===== src/rtl/iomem_bus_ctrl_pkg.sv =====
// iomem_bus_ctrl_pkg
//   Shared definitions for the iomem bus controller: FSM state encoding,
//   peripheral page map, default error read data and the page decode helper.
//   No ports (package).
package iomem_bus_ctrl_pkg;

    localparam int unsigned DATA_W = 32;

    typedef enum logic [1:0] {
        StIdle   = 2'd0,
        StAccess = 2'd1,
        StResp   = 2'd2
    } state_e;

    // Address bits [31:24] of each peripheral.
    localparam logic [7:0] PAGE_GPIO   = 8'h03;
    localparam logic [7:0] PAGE_AUDIO  = 8'h04;
    localparam logic [7:0] PAGE_VIDEO  = 8'h05;
    localparam logic [7:0] PAGE_SDCARD = 8'h06;
    localparam logic [7:0] PAGE_I2C    = 8'h07;

    localparam logic [DATA_W-1:0] ERR_DATA_DEFAULT = 32'hDEAD_BEEF;

    // Slave index relative to the base page; pages below the base wrap to large values
    // so they decode as unmapped.
    function automatic logic [7:0] page_sel(logic [7:0] page, logic [7:0] base);
        return page - base;
    endfunction

endpackage


===== src/rtl/iomem_bus_ctrl_if.sv =====
// iomem_bus_ctrl_if
//   Groups the CPU-side iomem handshake and the shared peripheral bus.
//   Signals:
//     cpu_valid/cpu_ready/cpu_wstrb/cpu_addr/cpu_wdata/cpu_rdata : SoC iomem port
//     slv_valid/slv_ready                                        : per-slave handshake
//     slv_rdata                                                  : flattened slave read data
//     slv_addr/slv_wdata/slv_wstrb                               : latched shared request
//   Modports:
//     master : the bus controller (answers the CPU, drives the peripherals)
//     slave  : the environment (CPU plus peripherals)
interface iomem_bus_ctrl_if
    import iomem_bus_ctrl_pkg::*;
#(
    parameter int unsigned NUM_SLAVES = 5
);
    logic                         cpu_valid;
    logic                         cpu_ready;
    logic [3:0]                   cpu_wstrb;
    logic [DATA_W-1:0]            cpu_addr;
    logic [DATA_W-1:0]            cpu_wdata;
    logic [DATA_W-1:0]            cpu_rdata;

    logic [NUM_SLAVES-1:0]        slv_valid;
    logic [NUM_SLAVES-1:0]        slv_ready;
    logic [DATA_W*NUM_SLAVES-1:0] slv_rdata;
    logic [DATA_W-1:0]            slv_addr;
    logic [DATA_W-1:0]            slv_wdata;
    logic [3:0]                   slv_wstrb;

    modport master (
        input  cpu_valid, cpu_wstrb, cpu_addr, cpu_wdata, slv_ready, slv_rdata,
        output cpu_ready, cpu_rdata, slv_valid, slv_addr, slv_wdata, slv_wstrb
    );

    modport slave (
        output cpu_valid, cpu_wstrb, cpu_addr, cpu_wdata, slv_ready, slv_rdata,
        input  cpu_ready, cpu_rdata, slv_valid, slv_addr, slv_wdata, slv_wstrb
    );

endinterface


===== src/rtl/iomem_timeout_ctr.sv =====
// iomem_timeout_ctr
//   Per-access watchdog counter.
//   Ports:
//     clk     : system clock
//     reset   : synchronous active-high reset
//     clr     : load zero (has priority over en)
//     en      : increment by one
//     expired : count has reached TIMEOUT-1
module iomem_timeout_ctr #(
    parameter int unsigned TIMEOUT   = 255,
    parameter int unsigned TIMEOUT_W = 8
) (
    input  logic clk,
    input  logic reset,
    input  logic clr,
    input  logic en,
    output logic expired
);

    logic [TIMEOUT_W-1:0] count_q, count_d;

    always_comb begin
        count_d = count_q;
        if (clr) begin
            count_d = '0;
        end else if (en) begin
            count_d = count_q + 1'b1;
        end
    end

    always_ff @(posedge clk) begin
        if (reset) begin
            count_q <= '0;
        end else begin
            count_q <= count_d;
        end
    end

    assign expired = (count_q == TIMEOUT_W'(TIMEOUT - 1));

endmodule


===== src/rtl/iomem_bus_ctrl.sv =====
// iomem_bus_ctrl
//   Registered, one-transaction-at-a-time iomem controller. Decodes the CPU
//   address page to one of NUM_SLAVES peripherals, holds the request until the
//   selected slave completes or the watchdog expires, then returns a one-cycle
//   cpu_ready pulse. Timeouts return ERR_DATA, set a sticky flag and record the
//   faulting address.
//   Ports:
//     clk      : system clock
//     reset    : synchronous active-high reset
//     bus      : iomem_bus_ctrl_if master modport (CPU side + peripheral bus)
//     err_clr  : clears err_flag (a simultaneous timeout wins)
//     err_flag : sticky timeout indicator
//     err_addr : address of the most recent timed-out access
module iomem_bus_ctrl
    import iomem_bus_ctrl_pkg::*;
#(
    parameter int unsigned       NUM_SLAVES = 5,
    parameter logic [7:0]        BASE_PAGE  = PAGE_GPIO,
    parameter int unsigned       TIMEOUT    = 255,
    parameter int unsigned       TIMEOUT_W  = 8,
    parameter logic [DATA_W-1:0] ERR_DATA   = ERR_DATA_DEFAULT
) (
    input  logic              clk,
    input  logic              reset,
    iomem_bus_ctrl_if.master  bus,
    input  logic              err_clr,
    output logic              err_flag,
    output logic [DATA_W-1:0] err_addr
);

    state_e            state_q, state_d;
    logic [7:0]        sel_q, sel_d;
    logic [DATA_W-1:0] addr_q, addr_d;
    logic [DATA_W-1:0] wdata_q, wdata_d;
    logic [3:0]        wstrb_q, wstrb_d;
    logic [DATA_W-1:0] rdata_q, rdata_d;
    logic              err_flag_q, err_flag_d;
    logic [DATA_W-1:0] err_addr_q, err_addr_d;

    logic              ctr_clr;
    logic              ctr_en;
    logic              ctr_expired;

    logic [7:0]        dec_sel;
    logic              sel_ready;
    logic [DATA_W-1:0] sel_rdata;

    iomem_timeout_ctr #(
        .TIMEOUT   (TIMEOUT),
        .TIMEOUT_W (TIMEOUT_W)
    ) u_timeout_ctr (
        .clk     (clk),
        .reset   (reset),
        .clr     (ctr_clr),
        .en      (ctr_en),
        .expired (ctr_expired)
    );

    assign dec_sel = page_sel(bus.cpu_addr[31:24], BASE_PAGE);

    // Pick the latched slave's handshake; other slaves' ready lines are ignored.
    always_comb begin
        sel_ready = 1'b0;
        sel_rdata = '0;
        for (int i = 0; i < NUM_SLAVES; i++) begin
            if (sel_q == 8'(i)) begin
                sel_ready = bus.slv_ready[i];
                sel_rdata = bus.slv_rdata[DATA_W*i +: DATA_W];
            end
        end
    end

    // Next-state logic.
    always_comb begin
        state_d    = state_q;
        sel_d      = sel_q;
        addr_d     = addr_q;
        wdata_d    = wdata_q;
        wstrb_d    = wstrb_q;
        rdata_d    = rdata_q;
        err_flag_d = err_flag_q & ~err_clr;
        err_addr_d = err_addr_q;
        ctr_clr    = 1'b0;
        ctr_en     = 1'b0;

        unique case (state_q)
            StIdle: begin
                // cpu_ready is only high in StResp, so a valid still held during the
                // response cycle cannot be accepted twice.
                if (bus.cpu_valid && !bus.cpu_ready) begin
                    sel_d   = dec_sel;
                    addr_d  = bus.cpu_addr;
                    wdata_d = bus.cpu_wdata;
                    wstrb_d = bus.cpu_wstrb;
                    if (32'(dec_sel) < NUM_SLAVES) begin
                        state_d = StAccess;
                        ctr_clr = 1'b1;
                    end else begin
                        // Unmapped page: answer immediately, writes are dropped.
                        state_d = StResp;
                        rdata_d = '0;
                    end
                end
            end
            StAccess: begin
                ctr_en = 1'b1;
                if (sel_ready) begin
                    rdata_d = sel_rdata;
                    state_d = StResp;
                end else if (ctr_expired) begin
                    rdata_d    = ERR_DATA;
                    err_flag_d = 1'b1;
                    err_addr_d = addr_q;
                    state_d    = StResp;
                end
            end
            StResp: begin
                state_d = StIdle;
            end
            default: begin
                state_d = StIdle;
            end
        endcase
    end

    always_ff @(posedge clk) begin
        if (reset) begin
            state_q    <= StIdle;
            sel_q      <= '0;
            addr_q     <= '0;
            wdata_q    <= '0;
            wstrb_q    <= '0;
            rdata_q    <= '0;
            err_flag_q <= 1'b0;
            err_addr_q <= '0;
        end else begin
            state_q    <= state_d;
            sel_q      <= sel_d;
            addr_q     <= addr_d;
            wdata_q    <= wdata_d;
            wstrb_q    <= wstrb_d;
            rdata_q    <= rdata_d;
            err_flag_q <= err_flag_d;
            err_addr_q <= err_addr_d;
        end
    end

    // Outputs.
    always_comb begin
        bus.slv_valid = '0;
        if (state_q == StAccess) begin
            for (int i = 0; i < NUM_SLAVES; i++) begin
                bus.slv_valid[i] = (sel_q == 8'(i));
            end
        end
    end

    assign bus.cpu_ready = (state_q == StResp);
    assign bus.cpu_rdata = rdata_q;
    assign bus.slv_addr  = addr_q;
    assign bus.slv_wdata = wdata_q;
    assign bus.slv_wstrb = wstrb_q;
    assign err_flag      = err_flag_q;
    assign err_addr      = err_addr_q;

endmodule


===== src/flat_wrapper.sv =====
// flat-port wrapper written by rule: the top's interface ports become plain ports
module iomem_bus_ctrl_flat import iomem_bus_ctrl_pkg::*;
#(
    parameter int unsigned       NUM_SLAVES = 5,
    parameter logic [7:0]        BASE_PAGE  = PAGE_GPIO,
    parameter int unsigned       TIMEOUT    = 255,
    parameter int unsigned       TIMEOUT_W  = 8,
    parameter logic [DATA_W-1:0] ERR_DATA   = ERR_DATA_DEFAULT
)
  (clk, reset, err_clr, err_flag, err_addr, bus_cpu_valid, bus_cpu_wstrb, bus_cpu_addr, bus_cpu_wdata, bus_slv_ready, bus_slv_rdata, bus_cpu_ready, bus_cpu_rdata, bus_slv_valid, bus_slv_addr, bus_slv_wdata, bus_slv_wstrb);
  iomem_bus_ctrl_if #(.NUM_SLAVES(NUM_SLAVES)) bus_i ();
  input  logic clk;
  input  logic reset;
  input  logic err_clr;
  output logic err_flag;
  output logic [DATA_W-1:0] err_addr;
  input wire logic [$bits(bus_i.cpu_valid)-1:0] bus_cpu_valid;
  input wire logic [$bits(bus_i.cpu_wstrb)-1:0] bus_cpu_wstrb;
  input wire logic [$bits(bus_i.cpu_addr)-1:0] bus_cpu_addr;
  input wire logic [$bits(bus_i.cpu_wdata)-1:0] bus_cpu_wdata;
  input wire logic [$bits(bus_i.slv_ready)-1:0] bus_slv_ready;
  input wire logic [$bits(bus_i.slv_rdata)-1:0] bus_slv_rdata;
  output wire logic [$bits(bus_i.cpu_ready)-1:0] bus_cpu_ready;
  output wire logic [$bits(bus_i.cpu_rdata)-1:0] bus_cpu_rdata;
  output wire logic [$bits(bus_i.slv_valid)-1:0] bus_slv_valid;
  output wire logic [$bits(bus_i.slv_addr)-1:0] bus_slv_addr;
  output wire logic [$bits(bus_i.slv_wdata)-1:0] bus_slv_wdata;
  output wire logic [$bits(bus_i.slv_wstrb)-1:0] bus_slv_wstrb;
  assign bus_i.cpu_valid = bus_cpu_valid;
  assign bus_i.cpu_wstrb = bus_cpu_wstrb;
  assign bus_i.cpu_addr = bus_cpu_addr;
  assign bus_i.cpu_wdata = bus_cpu_wdata;
  assign bus_i.slv_ready = bus_slv_ready;
  assign bus_i.slv_rdata = bus_slv_rdata;
  assign bus_cpu_ready = bus_i.cpu_ready;
  assign bus_cpu_rdata = bus_i.cpu_rdata;
  assign bus_slv_valid = bus_i.slv_valid;
  assign bus_slv_addr = bus_i.slv_addr;
  assign bus_slv_wdata = bus_i.slv_wdata;
  assign bus_slv_wstrb = bus_i.slv_wstrb;
  iomem_bus_ctrl #(.NUM_SLAVES(NUM_SLAVES), .BASE_PAGE(BASE_PAGE), .TIMEOUT(TIMEOUT), .TIMEOUT_W(TIMEOUT_W), .ERR_DATA(ERR_DATA)) u_core (.clk(clk), .reset(reset), .bus(bus_i), .err_clr(err_clr), .err_flag(err_flag), .err_addr(err_addr));
endmodule

===== config.mk =====
export PLATFORM = sky130hd
export DESIGN_NAME = iomem_bus_ctrl_flat
export DESIGN_NICKNAME = d
export VERILOG_FILES = /design/src/rtl/iomem_bus_ctrl_pkg.sv /design/src/rtl/iomem_bus_ctrl_if.sv /design/src/rtl/iomem_timeout_ctr.sv /design/src/rtl/iomem_bus_ctrl.sv /design/src/flat_wrapper.sv
export SDC_FILE = /design/constraint.sdc
export NUM_CORES = 1
export LEC_CHECK = 0
export BUFFER_PORTS_ARGS = -buffer_cell sky130_fd_sc_hd__buf_4
export CAP_MARGIN = 40
export CORE_AREA = 2 2 147 149
export CTS_CLUSTER_DIAMETER = 40
export DETAILED_ROUTE_END_ITERATION = 7
export DIE_AREA = 0 0 149 151
export MAX_ROUTING_LAYER = met4
export SLEW_MARGIN = 15
export SYNTH_ARGS = -nofsm -noshare
export SYNTH_HDL_FRONTEND = slang
export SYNTH_SLANG_ARGS = --single-unit

===== constraint.sdc =====
create_clock -name clk -period 2.2 [get_ports clk]
set_input_delay 0.22 -clock clk [delete_from_list [all_inputs] [get_ports clk]]
set_output_delay 0.22 -clock clk [all_outputs]
set_load 0.01 [all_outputs]

# == Word-level counts from Yosys, hierarchy flattened ==
# Index checks and enable logic that the tools add are counted.
# classes
mux,28
n_lt_le_gt_ge,1
n_eq_ne,10
n_bitwise,3
n_reduce_logical,10
n_addsub,2
# ops
cell,n
2-to-1 mux 32 bit,9
case mux 32 bit (2 select lines),1
"== test 8 x 2 -> 1 bit, second input constant",2
2-to-1 mux 1 bit,12
"adder 8 x 1 -> 8 bit, second input constant",1
"== test 8 x 1 -> 1 bit, second input constant",1
"== test 8 x 3 -> 1 bit, second input constant",1
"== test 8 bit, second input constant",1
zero test 8 bit,1
"< comparator 8 x 3 -> 1 bit, second input constant",1
2-to-1 mux 2 bit,4
"subtractor 8 x 2 -> 8 bit, second input constant",1
2-to-1 mux 5 bit,1
case mux 2 bit (2 select lines),1
AND reduction 2 bit,2
AND reduction 4 bit,1
"!= test 3 x 1 -> 1 bit, second input constant",1
AND reduction 3 bit,1
"== test 2 x 1 -> 1 bit, second input constant",1
"== test 2 bit, second input constant",1
zero test 2 bit,1
"!= test 2 x 1 -> 1 bit, second input constant",1
"!= test 2 bit, second input constant",1
inverter 1 bit,2
other kinds (5),5
# word_totals
regBits,151
input_bits,237
word_cells,63
output_inout_bits,139

# == Logic depth before layout (Yosys ltp) ==
# logic_depth
ltp_word,8
depth_mapped,9
ltp_nobuf,7

# == Modules after synthesis ==
# From an unflattened synthesis, not the netlist that was laid out.
# unflattened
hier_cells,790
hier_area_um2,6850.3
# by_module_without_submodules
mod,instances,seq_area_each_um2,area_per_inst_um2,cells_per_inst
iomem_bus_ctrl,1,2862.7,6482.5,748
iomem_timeout_ctr,1,160.2,367.9,42

# == Worst setup path before layout ==
# OpenSTA, ideal clock, no wires.
# synth_timing
path_kind,register -> register
start,register u_core.u_timeout_ctr.count_q[0]
end,"register u_core.rdata_q[4], in the netlist u_core.bus.cpu_rdata[4]"
stages_incl_launch_ff,9
path_buffers,1
period_less_slack_ns,1.692
setup_time_ns,0.122
required_ns,2.078
setup_slack_ns,0.508
arrival_ns,1.570
path_cell_list,dfxtp_1 > inv_1 > ha_1 > nand3_1 > or2_1 > a221oi_2 > a211oi_4 > buf_6 > o2bb2ai_1
# synth_between
elab_chain_len,3
# synth_rtl
item,line,rtl
start: declaration,iomem_timeout_ctr.sv:20,"logic [TIMEOUT_W-1:0] count_q, count_d;"
start signal: assignment,iomem_timeout_ctr.sv:35,count_q <= count_d;
== test 8 bit,iomem_timeout_ctr.sv:39,assign expired = (count_q == TIMEOUT_W'(TIMEOUT - 1));
!= test 3 x 1 -> 1 bit (no line),n/a,
AND reduction 4 bit (no line),n/a,
end signal: assignment,iomem_bus_ctrl.sv:142,rdata_q <= rdata_d;
end: declaration,iomem_bus_ctrl.sv:36,"logic [DATA_W-1:0] rdata_q, rdata_d;"
# Every way passes these cells.
# A chain may end at the register's enable or synchronous reset.

# == Worst setup path in the final report ==
# layout_timing
start,register u_core.sel_q[7]
end,output port bus_slv_valid[0]
# layout_between
elab_chain_len,2
# layout_rtl
item,line,rtl
start: declaration,iomem_bus_ctrl.sv:32,"logic [7:0] sel_q, sel_d;"
start signal: assignment,iomem_bus_ctrl.sv:138,sel_q <= sel_d;
zero test 8 bit,iomem_bus_ctrl.sv:153,bus.slv_valid[i] = (sel_q == 8'(i));
2-to-1 mux 5 bit,iomem_bus_ctrl.sv:151,if (state_q == StAccess) begin
end: declaration,flat_wrapper.sv:25,output wire logic [$bits(bus_i.slv_valid)-1:0] bus_slv_valid;
# Every way passes these cells.

==> results.toml <==
[grt]
grt_max_degree = 85
antenna_found_initial = 0
grt_pass1_vias = 7258
grt_first_pass_wirelength_mm = 39.0
gr-total-overflow = 0
track_usage = 0.227

[drt]
final_antenna_net_count = 0
first_pass_iters = 5
wl_per_cell_um = 17.3
drc_errors = 0
vias_per_cell = 4.98
wirelength_mm = 25.7
dr_total_vias = 7418
dr.first_iter.drc_count = 264

[yosys]
synth_edf_count = 0
ys_async_sr_fraction = 0
synthDistinctLibCells = 44
ys_seq_area_frac = 0.426
synth-main-ff-cell = "dfxtp_1"
synth_area_per_cell_um2 = 8.28
netlist_instances = 857
synthesis.nets = 1097
synth_area_um2 = 7100
ys.warnings.count = 0
ys_ff_latch = 151

[sta]
max_freq_mhz = 497
report.final.slew_viol_count = 0
min_period_ns = 2.01
fin_setup_tns_ns = 0
worstMarginPinSlew_ns = 0.712
skew_ns = 0.0153
rsz0062_at_grt = "false"
timing.final.hold_violations = 0
maxSlewHeadroom = 0.526
finalCritPeriodShare = 0.915
finalSetupViolCount = 0
hold_slack_ns = 0.0397

[floorplanning]
start_util = 0.341
dieArea_um2 = 22500
die_w_um = 149
ios = 376
dieHeight_um = 151
rows = 53
coreArea_um2 = 20800

[clock_network]
cts_tree = "built"
htree_levels = 4
clkSinkCount = 151
clk_latency_ns = 0.42
cts_buffers = 17
clk_path_buf_depth = 2
root_buffer = "clkbuf_16"
clk_pin_slew_ns = 0.07
cts_setup_buffers = 0

[place]
place.gp.congestion = 0.801
dp_hpwl_mm = 18.8
port_buffers = 375

[critical_path]
cp-start-kind = "register"
crit_top_cell = "buf_4"
critical-path-top-delay-family = "simple AND/OR/NAND/NOR gates"
crit_arrival_ns = 1.79
critPathMaxStageDelay_ns = 0.33
end_kind = "output pin"
crit_chain = "nor3_2 -> nand2_1 -> nor3_1 -> buf_4 -> nor3b_1 -> buf_4"
slowest_stage = "dfxtp_1"
worstPathMaxFanout = 4
path_buf_inv = 2
required_ns = 1.98
path_class = "register to output pin"

[finish]
drive_gt1_frac = 0.386
final_util = 0.518
syn_to_final_growth_pct = 52.0
fillerInstances = 2073
final_cell_mix = "buf_4 (398), nand2_1 (170), dfxtp_1 (148), a21oi_1 (106), a211oi_1 (49)"
antenna_cells = 0
mostFrequentLayoutCell = "buf_4"
nets = 1441

[power_and_ir_drop]
leakage_nw = 4.61
vdd_drop_max_mv = 0.507
power_per_cell_area_nw_per_um2 = 653

[outcome]
status = "finished, final reports clean"

[min_path]
hp-class = "input port to register"

[job]
maxCapViolations = 0
[cell usage after synthesis (15+ instances only)]
cell type,number,area share
clkbuf_1,50,0.026
nand3_1,37,0.026
nor2b_1,27,0.024
dfxtp_1,151,0.43
a21oi_1,106,0.075
o21ai_1,32,0.023
nor2_1,43,0.023
a211oi_1,49,0.052
nand2_1,170,0.090
nor3_1,32,0.023
mux2i_1,26,0.037
buf_2,15,0.011
o2bb2ai_1,23,0.028
[per-stage QoR]
stage | instance area [µm²] | instances | setup WS, ns | total power (W)
floorplan | 7100 | 857 | 0.508 | 0.00359
global placement | 10200 | 1457 | 0.322 | 0.00425
detailed placement | 10200 | 1457 | 0.314 | 0.00426
CTS | 10800 | 1489 | 0.0712 | 0.00714
global route | 10800 | 1489 | 0.0139 | 0.00738
finish | 10800 | 1489 | 0.188 | 0.00704
[cells by family (layout without fill, tap and decap cells)]
| family | Yosys count | in the layout | synth area share |
|---|---|---|---|
| flops | 151 | 151 | 0.426 |
| buf+inv | 82 | 439 | 0.0561 |
| compound gates | 244 | 244 | 0.228 |
| mux | 34 | 34 | 0.0621 |
| simple gates | 332 | 332 | 0.209 |
| xor+xnor | 11 | 11 | 0.0136 |
| fa+ha+maj | 3 | 3 | 0.00529 |
[layout make-up]
class / count / area [µm²] / share of cell area
timing repair buffer: 405 / 3130 / 0.290
clock inverter: 15 / 155 / 0.0144
clock buffer: 17 / 425 / 0.0394
sequential: 151 / 3030 / 0.281
tap: 275 / 344 / 0.0319
inverter: 2 / 7.51 / 0.000696
multi-input combinational: 624 / 3700 / 0.343
[per-layer routing]
layer / track usage / vias to the layer above / routed length [µm]
li1: - / 3708 / -
met1: 0.273 / 3401 / 10600
met2: 0.370 / 283 / 12400
met3: 0.0678 / 26 / 2130
met4: 0.0652 / 0 / 535
met5: - / - / 0
[what timing repair did]
| item | in CTS | in global routing |
|---|---|---|
| gates resized for setup | 0 | 1 |
| endpoints found under the setup margin | 0 | 1 |
| hold buffers | 0 | 0 |
[flip-flops by register name (all words and copies together), names as in the netlist]
| register | flops |
|---|---|
| u_core.bus.slv_wdata | 32 |
| u_core.bus.slv_addr | 32 |
| u_core.sel_q | 8 |
| u_core.err_addr | 32 |
| u_core.state_q | 2 |
| u_core.u_timeout_ctr.count_q | 8 |
| u_core.bus.cpu_rdata | 32 |
| u_core.bus.slv_wstrb | 4 |
| u_core.err_flag | 1 |
[worst paths after layout]
kind                                                            start  cells after the start  slack (ns)                               endpoint
worst max-delay path                     u_core.sel_q[7]$_SDFFE_PP0P_                      6        0.19                       bus_slv_valid[0]
worst min-delay path                                 bus_cpu_addr[22]                      3        0.04   u_core.bus.slv_addr[22]$_SDFFE_PP0P_
worst max register to register           u_core.sel_q[2]$_SDFFE_PP0P_                      7        0.33  u_core.bus.cpu_rdata[27]$_SDFFE_PP0P_
worst min register to register  u_core.bus.slv_wdata[19]$_SDFFE_PP0P_                      2        0.45  u_core.bus.slv_wdata[19]$_SDFFE_PP0P_
[power breakdown]
part           internal [W]  switching (W)
clock               0.00152        0.00134
sequential          0.00282      0.0000645
combinational      0.000652       0.000647
[worst min-delay path, cell delays in order]
cell and delay (ns):
buf_4 0.11, nand2_1 0.04, a21oi_1 0.05
Power figures use the tool's default switching activity.
